==> config.mk <==
export PLATFORM = sky130hd
export DESIGN_NAME = sha256_compact
export DESIGN_NICKNAME = d
export VERILOG_FILES = /design/src/rtl/sha256_compact.sv
export SDC_FILE = /design/constraint.sdc
export NUM_CORES = 2
export LEC_CHECK = 0
export ABC_AREA = 1
export CORE_MARGIN = 1.5
export CORE_UTILIZATION = 50
export DETAILED_ROUTE_END_ITERATION = 12
export HOLD_SLACK_MARGIN = 0.08
export PLACE_DENSITY = 0.73
export SLEW_MARGIN = 15
export SYNTH_ARGS = -nofsm -noshare
export SYNTH_HDL_FRONTEND = slang
export SYNTH_SLANG_ARGS = --single-unit
==> constraint.sdc <==
create_clock -name clk -period 15.6 [get_ports clk]
set_input_delay 2.34 -clock clk [delete_from_list [all_inputs] [get_ports clk]]
set_output_delay 2.34 -clock clk [all_outputs]
set_load 0.02 [all_outputs]
==> src/rtl/sha256_compact.sv <==
// sha256_compact: iterative single-block SHA-256 compression, one round per clock.
// Every start hashes one pre-padded 512-bit block from the standard initial hash value.
// Ports:
//   clk    - rising-edge clock
//   rst_n  - synchronous reset, active HIGH despite the name
//   start  - hash request, sampled while idle or done
//   block  - padded message block, block[511:480] = W0 ... block[31:0] = W15
//   digest - result, digest[255:224] = H0 ... digest[31:0] = H7
//   ready  - digest valid for the most recent start
module sha256_compact (
  input  logic         clk,
  input  logic         rst_n,
  input  logic         start,
  input  logic [511:0] block,
  output logic [255:0] digest,
  output logic         ready
);

  localparam int unsigned WORD_W = 32;
  localparam int unsigned WIN_N  = 16;
  localparam int unsigned CNT_W  = 7;
  // Counter value that selects the final-add cycle after round 63.
  localparam logic [CNT_W-1:0] LAST_CNT = CNT_W'(64);

  localparam logic [WORD_W-1:0] H0 [8] = '{
    32'h6a09e667, 32'hbb67ae85, 32'h3c6ef372, 32'ha54ff53a,
    32'h510e527f, 32'h9b05688c, 32'h1f83d9ab, 32'h5be0cd19
  };

  localparam logic [WORD_W-1:0] K [64] = '{
    32'h428a2f98, 32'h71374491, 32'hb5c0fbcf, 32'he9b5dba5, 32'h3956c25b, 32'h59f111f1, 32'h923f82a4, 32'hab1c5ed5,
    32'hd807aa98, 32'h12835b01, 32'h243185be, 32'h550c7dc3, 32'h72be5d74, 32'h80deb1fe, 32'h9bdc06a7, 32'hc19bf174,
    32'he49b69c1, 32'hefbe4786, 32'h0fc19dc6, 32'h240ca1cc, 32'h2de92c6f, 32'h4a7484aa, 32'h5cb0a9dc, 32'h76f988da,
    32'h983e5152, 32'ha831c66d, 32'hb00327c8, 32'hbf597fc7, 32'hc6e00bf3, 32'hd5a79147, 32'h06ca6351, 32'h14292967,
    32'h27b70a85, 32'h2e1b2138, 32'h4d2c6dfc, 32'h53380d13, 32'h650a7354, 32'h766a0abb, 32'h81c2c92e, 32'h92722c85,
    32'ha2bfe8a1, 32'ha81a664b, 32'hc24b8b70, 32'hc76c51a3, 32'hd192e819, 32'hd6990624, 32'hf40e3585, 32'h106aa070,
    32'h19a4c116, 32'h1e376c08, 32'h2748774c, 32'h34b0bcb5, 32'h391c0cb3, 32'h4ed8aa4a, 32'h5b9cca4f, 32'h682e6ff3,
    32'h748f82ee, 32'h78a5636f, 32'h84c87814, 32'h8cc70208, 32'h90befffa, 32'ha4506ceb, 32'hbef9a3f7, 32'hc67178f2
  };

  typedef enum logic [1:0] {S_IDLE, S_ROUND, S_DONE} state_e;

  function automatic logic [WORD_W-1:0] big_sigma0(input logic [WORD_W-1:0] x);
    return {x[1:0], x[31:2]} ^ {x[12:0], x[31:13]} ^ {x[21:0], x[31:22]};
  endfunction

  function automatic logic [WORD_W-1:0] big_sigma1(input logic [WORD_W-1:0] x);
    return {x[5:0], x[31:6]} ^ {x[10:0], x[31:11]} ^ {x[24:0], x[31:25]};
  endfunction

  function automatic logic [WORD_W-1:0] small_sigma0(input logic [WORD_W-1:0] x);
    return {x[6:0], x[31:7]} ^ {x[17:0], x[31:18]} ^ (x >> 3);
  endfunction

  function automatic logic [WORD_W-1:0] small_sigma1(input logic [WORD_W-1:0] x);
    return {x[16:0], x[31:17]} ^ {x[18:0], x[31:19]} ^ (x >> 10);
  endfunction

  state_e              state_q, state_d;
  logic [CNT_W-1:0]    cnt_q, cnt_d;
  logic [WORD_W-1:0]   a_q, b_q, c_q, d_q, e_q, f_q, g_q, h_q;
  logic [WORD_W-1:0]   a_d, b_d, c_d, d_d, e_d, f_d, g_d, h_d;
  logic [WORD_W-1:0]   w_q [WIN_N];
  logic [WORD_W-1:0]   w_d [WIN_N];
  logic [255:0]        digest_q, digest_d;
  logic                ready_q, ready_d;
  logic [WORD_W-1:0]   t1, t2, w_tail;

  assign digest = digest_q;
  assign ready  = ready_q;

  // State and datapath registers with synchronous active-high reset.
  always_ff @(posedge clk) begin
    if (rst_n) begin
      state_q  <= S_IDLE;
      cnt_q    <= '0;
      a_q <= '0; b_q <= '0; c_q <= '0; d_q <= '0;
      e_q <= '0; f_q <= '0; g_q <= '0; h_q <= '0;
      for (int i = 0; i < WIN_N; i++) w_q[i] <= '0;
      digest_q <= '0;
      ready_q  <= 1'b0;
    end else begin
      state_q  <= state_d;
      cnt_q    <= cnt_d;
      a_q <= a_d; b_q <= b_d; c_q <= c_d; d_q <= d_d;
      e_q <= e_d; f_q <= f_d; g_q <= g_d; h_q <= h_d;
      for (int i = 0; i < WIN_N; i++) w_q[i] <= w_d[i];
      digest_q <= digest_d;
      ready_q  <= ready_d;
    end
  end

  // Next-state logic; the ROUND state also covers the final-add cycle (cnt == 64).
  always_comb begin
    state_d = state_q;
    case (state_q)
      S_IDLE, S_DONE: if (start) state_d = S_ROUND;
      S_ROUND:        if (cnt_q == LAST_CNT) state_d = S_DONE;
      default:        state_d = S_IDLE;
    endcase
  end

  // Round datapath, message schedule, and final add.
  always_comb begin
    t1     = h_q + big_sigma1(e_q) + ((e_q & f_q) ^ (~e_q & g_q)) + K[cnt_q[5:0]] + w_q[0];
    t2     = big_sigma0(a_q) + ((a_q & b_q) ^ (a_q & c_q) ^ (b_q & c_q));
    w_tail = small_sigma1(w_q[14]) + w_q[9] + small_sigma0(w_q[1]) + w_q[0];

    cnt_d    = cnt_q;
    a_d = a_q; b_d = b_q; c_d = c_q; d_d = d_q;
    e_d = e_q; f_d = f_q; g_d = g_q; h_d = h_q;
    for (int i = 0; i < WIN_N; i++) w_d[i] = w_q[i];
    digest_d = digest_q;
    ready_d  = ready_q;

    case (state_q)
      S_IDLE, S_DONE: begin
        if (start) begin
          for (int i = 0; i < WIN_N; i++) w_d[i] = block[511 - 32*i -: 32];
          a_d = H0[0]; b_d = H0[1]; c_d = H0[2]; d_d = H0[3];
          e_d = H0[4]; f_d = H0[5]; g_d = H0[6]; h_d = H0[7];
          cnt_d   = '0;
          ready_d = 1'b0;
        end
      end
      S_ROUND: begin
        if (cnt_q == LAST_CNT) begin
          digest_d = {H0[0] + a_q, H0[1] + b_q, H0[2] + c_q, H0[3] + d_q,
                      H0[4] + e_q, H0[5] + f_q, H0[6] + g_q, H0[7] + h_q};
          ready_d  = 1'b1;
        end else begin
          h_d = g_q; g_d = f_q; f_d = e_q; e_d = d_q + t1;
          d_d = c_q; c_d = b_q; b_d = a_q; a_d = t1 + t2;
          for (int i = 0; i < WIN_N - 1; i++) w_d[i] = w_q[i+1];
          w_d[WIN_N-1] = w_tail;
          cnt_d = cnt_q + CNT_W'(1);
        end
      end
      default: ;
    endcase
  end

endmodule

# Word-level counts from Yosys, hierarchy flattened
# Memories as Yosys holds them, arrays and structs flattened.
# Index checks and enable logic that the tools add are counted.
[classes]
add_sub_neg = 19
mux = 57
bitwise = 34
n_eq_ne = 6
n_lt_le_gt_ge = 1
reduce_logical = 7
[ops]
columns = ["operator", "n"]
rows = [
  ["two-way mux 32 bit", 34],
  ["two-way mux 512 bit", 2],
  ["one-hot mux 512 bit (2 select lines)", 1],
  ["one-hot mux 32 bit (2 select lines)", 8],
  ["adder 32 bit", 10],
  ["XOR 32 bit", 9],
  ["bitwise AND 32 bit", 5],
  ["adder 31 x 32 -> 32 bit (first input constant)", 3],
  ["adder 32 bit (first input constant)", 3],
  ["adder 29 x 32 -> 32 bit (first input constant)", 1],
  ["adder 30 x 32 -> 32 bit (first input constant)", 1],
  ["NOT 32 bit", 1],
  ["XOR 32 x 22 -> 32 bit", 1],
  ["XOR 32 x 29 -> 32 bit", 1],
  ["bitwise OR 1 bit", 16],
  ["two-way mux 7 bit", 2],
  ["one-hot mux 7 bit (2 select lines)", 1],
  ["adder 7 x 1 -> 7 bit (second input constant)", 1],
  ["== test 7 bit (second input constant)", 1],
  ["greater-or-equal comparator 7 bit (second input constant)", 1],
  ["NOT 6 -> 7 bit", 1],
  ["inequality test 2 bit (second input constant)", 3],
  ["AND reduction 3 bit", 2],
  ["two-way mux 1 bit", 5],
  ["9 further kinds", 11],
]
[totals]
ram_bits = 512
mem_bits_ro = 2048
mem_count = 2
output_inout_bits = 257
regBits = 522
[mem_list]
columns = ["memory", "words", "width", "read_ports", "rd_clocked_by_memory_dff", "wr", "line", "rtl"]
rows = [
  ["(name not given)", 64, 32, 1, 0, 0, "105", "t1 = h_q + big_sigma1(e_q) + ((e_q & f_q) ^ (~e_q & g_q)) + K[cnt_q[5:0]] + w_q[0];"],
  ["w_q", 16, 32, 16, 0, 16, "63", "logic [WORD_W-1:0] w_q [WIN_N];"],
]

# Longest topological paths before layout
[logic_depth]
ltp_word = 9
depth_mapped = 40
depth_no_buf = 40

# Worst setup path after synthesis
# No wires, ideal clock.
[synth_timing]
path_type = "reg2reg"
startpoint = "register cnt_q[0]"
endpoint = "register a_q[30]"
required_time_ps = 15485
setup_slack_ps = 9113
stages_incl_launch_ff = 37
arrival_ps = 6372
n_path_buf = 0
cell_sequence = "dfxtp_1 > inv_1 > ha_1 > inv_1 > nor2_1 > nor2_1 > inv_1 > nor2_1 > inv_1 > nand3_1 > o2111ai_1 > fa_1 > inv_1 > fa_1 > inv_1 > ha_1 > nand2_1 > inv_1 > nand2_1 > nand2_1 > a21oi_1 > nand2_1 > a21oi_1 > o21ai_1 > a21oi_1 > xnor2_1 > inv_1 > fa_1 > inv_1 > ha_1 > a21o_1 > a21oi_1 > o21ai_0 > a221oi_1 > a21oi_1 > o21ai_0 > inv_1"
[synth_via]
elab_chain_len = 9
[synth_lines]
columns = ["element", "line", "rtl"]
rows = [
  ["start: declaration", "60", "logic [CNT_W-1:0] cnt_q, cnt_d;"],
  ["start signal: assignment", "84", "cnt_q <= cnt_d;"],
  ["NOT 6 -> 7 bit (implied by the code)", "105", ""],
  ["memory (64 x 32 bit)", "n/a", ""],
  ["two-way mux 32 bit (implied by the code) (2 in series)", "105", ""],
  ["adder 32 bit (2 in series)", "105", ""],
  ["adder 32 bit", "133", "d_d = c_q; c_d = b_q; b_d = a_q; a_d = t1 + t2;"],
  ["two-way mux 32 bit", "127", "if (cnt_q == LAST_CNT) begin"],
  ["one-hot mux 32 bit (2 select lines)", "116", "case (state_q)"],
  ["end signal: assignment", "77", "a_q <= '0; b_q <= '0; c_q <= '0; d_q <= '0;"],
  ["end signal: assignment", "85", "a_q <= a_d; b_q <= b_d; c_q <= c_d; d_q <= d_d;"],
  ["end: declaration", "61", "logic [WORD_W-1:0] a_q, b_q, c_q, d_q, e_q, f_q, g_q, h_q;"],
]
# Several ways; a longest one is shown, not always the timed one. The select of a mux whose other input is x is not followed.
# A chain may end at the register's enable or synchronous reset.

# Worst setup path in the final report
[layout_timing]
startpoint = "register cnt_q[2]"
endpoint = "register a_q[20]"
# The elaborated chain is that of the path after synthesis.

==> run summary <==
Hold depth -> 2
Vias -> 66.8k
H-tree depth -> 3
Vias in the first global route -> 61.9k
Initial antenna violation count -> 28
Core ar. -> 0.124 sq mm
CTS Buf Count -> 110
Worst reg-to-reg path cell count -> 33
First-pass GRT wire length -> 398000 um
Crit share post-route -> 0.540
Biggest register -> w_q
Worst setup SP type -> flop
Final #Nets -> 10.2k
RR Endpoint -> a_q[20]
Largest net degree at the start of global routing -> 295
Most frequent cells in the layout -> nand2_1 (2152), dfxtp_1 (1033), inv_1 (1008), o21ai_0 (1006), clkdlybuf4s50_1 (770)
Crit end category -> flop
Row cnt -> 129
Hold Path Sink -> w_q[1][76]
Drt wl/cell -> 24.5 um
Most common flop cell mapped by yosys -> dfxtp_1
DRC violation count after routing -> 0
Total number of yosys warnings -> 0
DPL Wire Length -> 207000 um
Die ar. -> 0.128 sq mm
Tmin final -> 8.43 ns
CP dominant cell by count -> inv_1
Final GP Congestion -> 1.03
HP Class -> reg2reg
Net Count, Synth -> 9847
Setup violators final -> 0
Post-Synthesis Cell Area -> 0.0629 sq mm
Number of flops mapped to enable cells by yosys -> 0
Crit Path Class -> reg2reg
Max-cap violations -> 0
DR iter-0 viols -> 9360
Async SR Flop Fraction -> 0
Yosys reg bits -> 1034
CTS max path bufs -> 3
Setup Skew -> 0.0399 ns
Die Span Y -> 358 um
# clock sinks -> 1034
RSZ-0062 raised after global routing -> no
Max Clk Rate -> 0.119 GHz
Vias/cell -> 6.02
GRT overflow -> 0
CTS resizes -> 0
Max-slew violations -> 0
Die X -> 358 um
IO Count -> 772
Port Buffers -> 771
Total Neg Setup Slack -> 0 ns
Commonest non-fill, non-tap cell in the layout -> nand2_1
Area growth syn-to-layout -> 19.0%
Final wirelength -> 272000 um
CTS Hold Bufs -> 0
Antenna-violating nets left -> 0
Register area share after synthesis -> 0.329
Slowest stage delay, CP -> 0.70 ns
CTS tree -> done
CP max stage cell -> inv_1
Clock slew seen by the registers of the worst setup and hold paths -> 0.06 ns
Setup slack, reg-to-reg -> 7.17 ns
Slew @ Worst Pin -> 1.27 ns
Run status -> finished clean
Critical path fanouts, max -> 37
Total GRT Usage -> 0.412
First-pass detailed-route iteration total -> 7
Hold Fails Final Rpt -> 0
Gate Count Post-Synth -> 8992
Reg2reg start -> cnt_q[2]
Layout cells sized above 1 -> 0.0332
Avg Cell Area, Syn -> 6.99 sq um
Rel. slew slack -> 0.141
Hold path startpoint -> w_q[1][108]
CP required -> 16.18 ns
Clk root buf -> clkbuf_16
Worst Path Arrival -> 9.01 ns
Post-CTS Setup Bufs -> 0
Initial Utilization -> 0.506
Later-pin clock latency in the skew report -> 0.75 ns
Max reg flops -> 512
Count of cell types in the netlist -> 64
==> synthesized netlist by cell type, drive strengths merged (15+ instances only) <==
cell type	count	area, sq um
o31ai	15	113
inv	1020	3830
o21bai	27	203
ha	153	1910
a21oi	511	2560
buf	168	881
fa	187	3740
clkbuf	410	1540
nand3	333	1670
nand2	2162	8140
o21ai	1032	5180
nor3	62	310
nor4	25	156
xor2	217	1900
a31oi	555	3480
or2	26	163
nand4	61	382
a21o	18	135
a221oi	109	955
o221ai	37	324
dfxtp	1034	20700
nor2	502	1920
o22ai	21	131
o211ai	86	651
xnor2	141	1230
==> worst max-delay path, delay by kind of cell, from the launching register on <==
| family | cells | cell delay [ns] |
|---|---|---|
| compound gates | 14 | 2.73 |
| xor+xnor | 1 | 0.43 |
| fa+ha+maj | 7 | 2.94 |
| buf+inv | 8 | 1.45 |
| flops | 1 | 0.29 |
| simple gates | 3 | 0.39 |
==> cell families after synthesis <==
logic type | synth area share
AOI/OAI and AO/OA | 0.227
and+or+nand+nor | 0.204
adders and majority gates | 0.0900
xor gates and xnor gates | 0.0499
buffers and inverters | 0.0997
DFF | 0.329
==> final cells by class <==
type | count | area, sq um
tap | 1637 | 2050
timing repair buffer | 820 | 8180
antenna | 24 | 60.1
multi-input combinational | 6355 | 35900
inverter | 1025 | 3870
clock inverter | 55 | 826
fill | 11700 | 49500
sequential | 1034 | 20700
clock buffer | 152 | 3190
==> per-stage QoR <==
step                hold slack [ns]  area, sq um  std cells  utilization  setup slack, ns
global route                  0.489        74800      11100        0.602             6.52
finish                        0.466        74800      11100        0.602             7.17
global placement              0.449        70700      10900        0.569             7.26
detailed placement            0.450        70700      10900        0.569             7.31
floorplan                     0.440        62900       8992            -             9.11
CTS                           0.462        74700      11100        0.601             7.26
==> layer usage <==
metal / track usage / wire length, um / vias up
met3: 0.0769 / 27000 / 770
met2: 0.637 / 119000 / 3964
met5: 0 / 51 / -
met1: 0.530 / 106000 / 31400
li1: - / - / 30700
met4: 0.263 / 19300 / 8
==> worst max path at each step <==
| stage | startpoint | endpoint | cells after the start |
|---|---|---|---|
| global placement | cnt_q[2] | a_q[20] | 33 |
| detailed placement | cnt_q[2] | a_q[20] | 34 |
| floorplan | cnt_q[0] | a_q[30] | 36 |
| CTS | cnt_q[2] | a_q[20] | 34 |
| finish | cnt_q[2] | a_q[20] | 33 |
| global route | cnt_q[2] | a_q[20] | 34 |
Power is left out: the tool's default activity adds up to more than one toggle a clock period on the data nets, which glitch-free logic cannot reach.
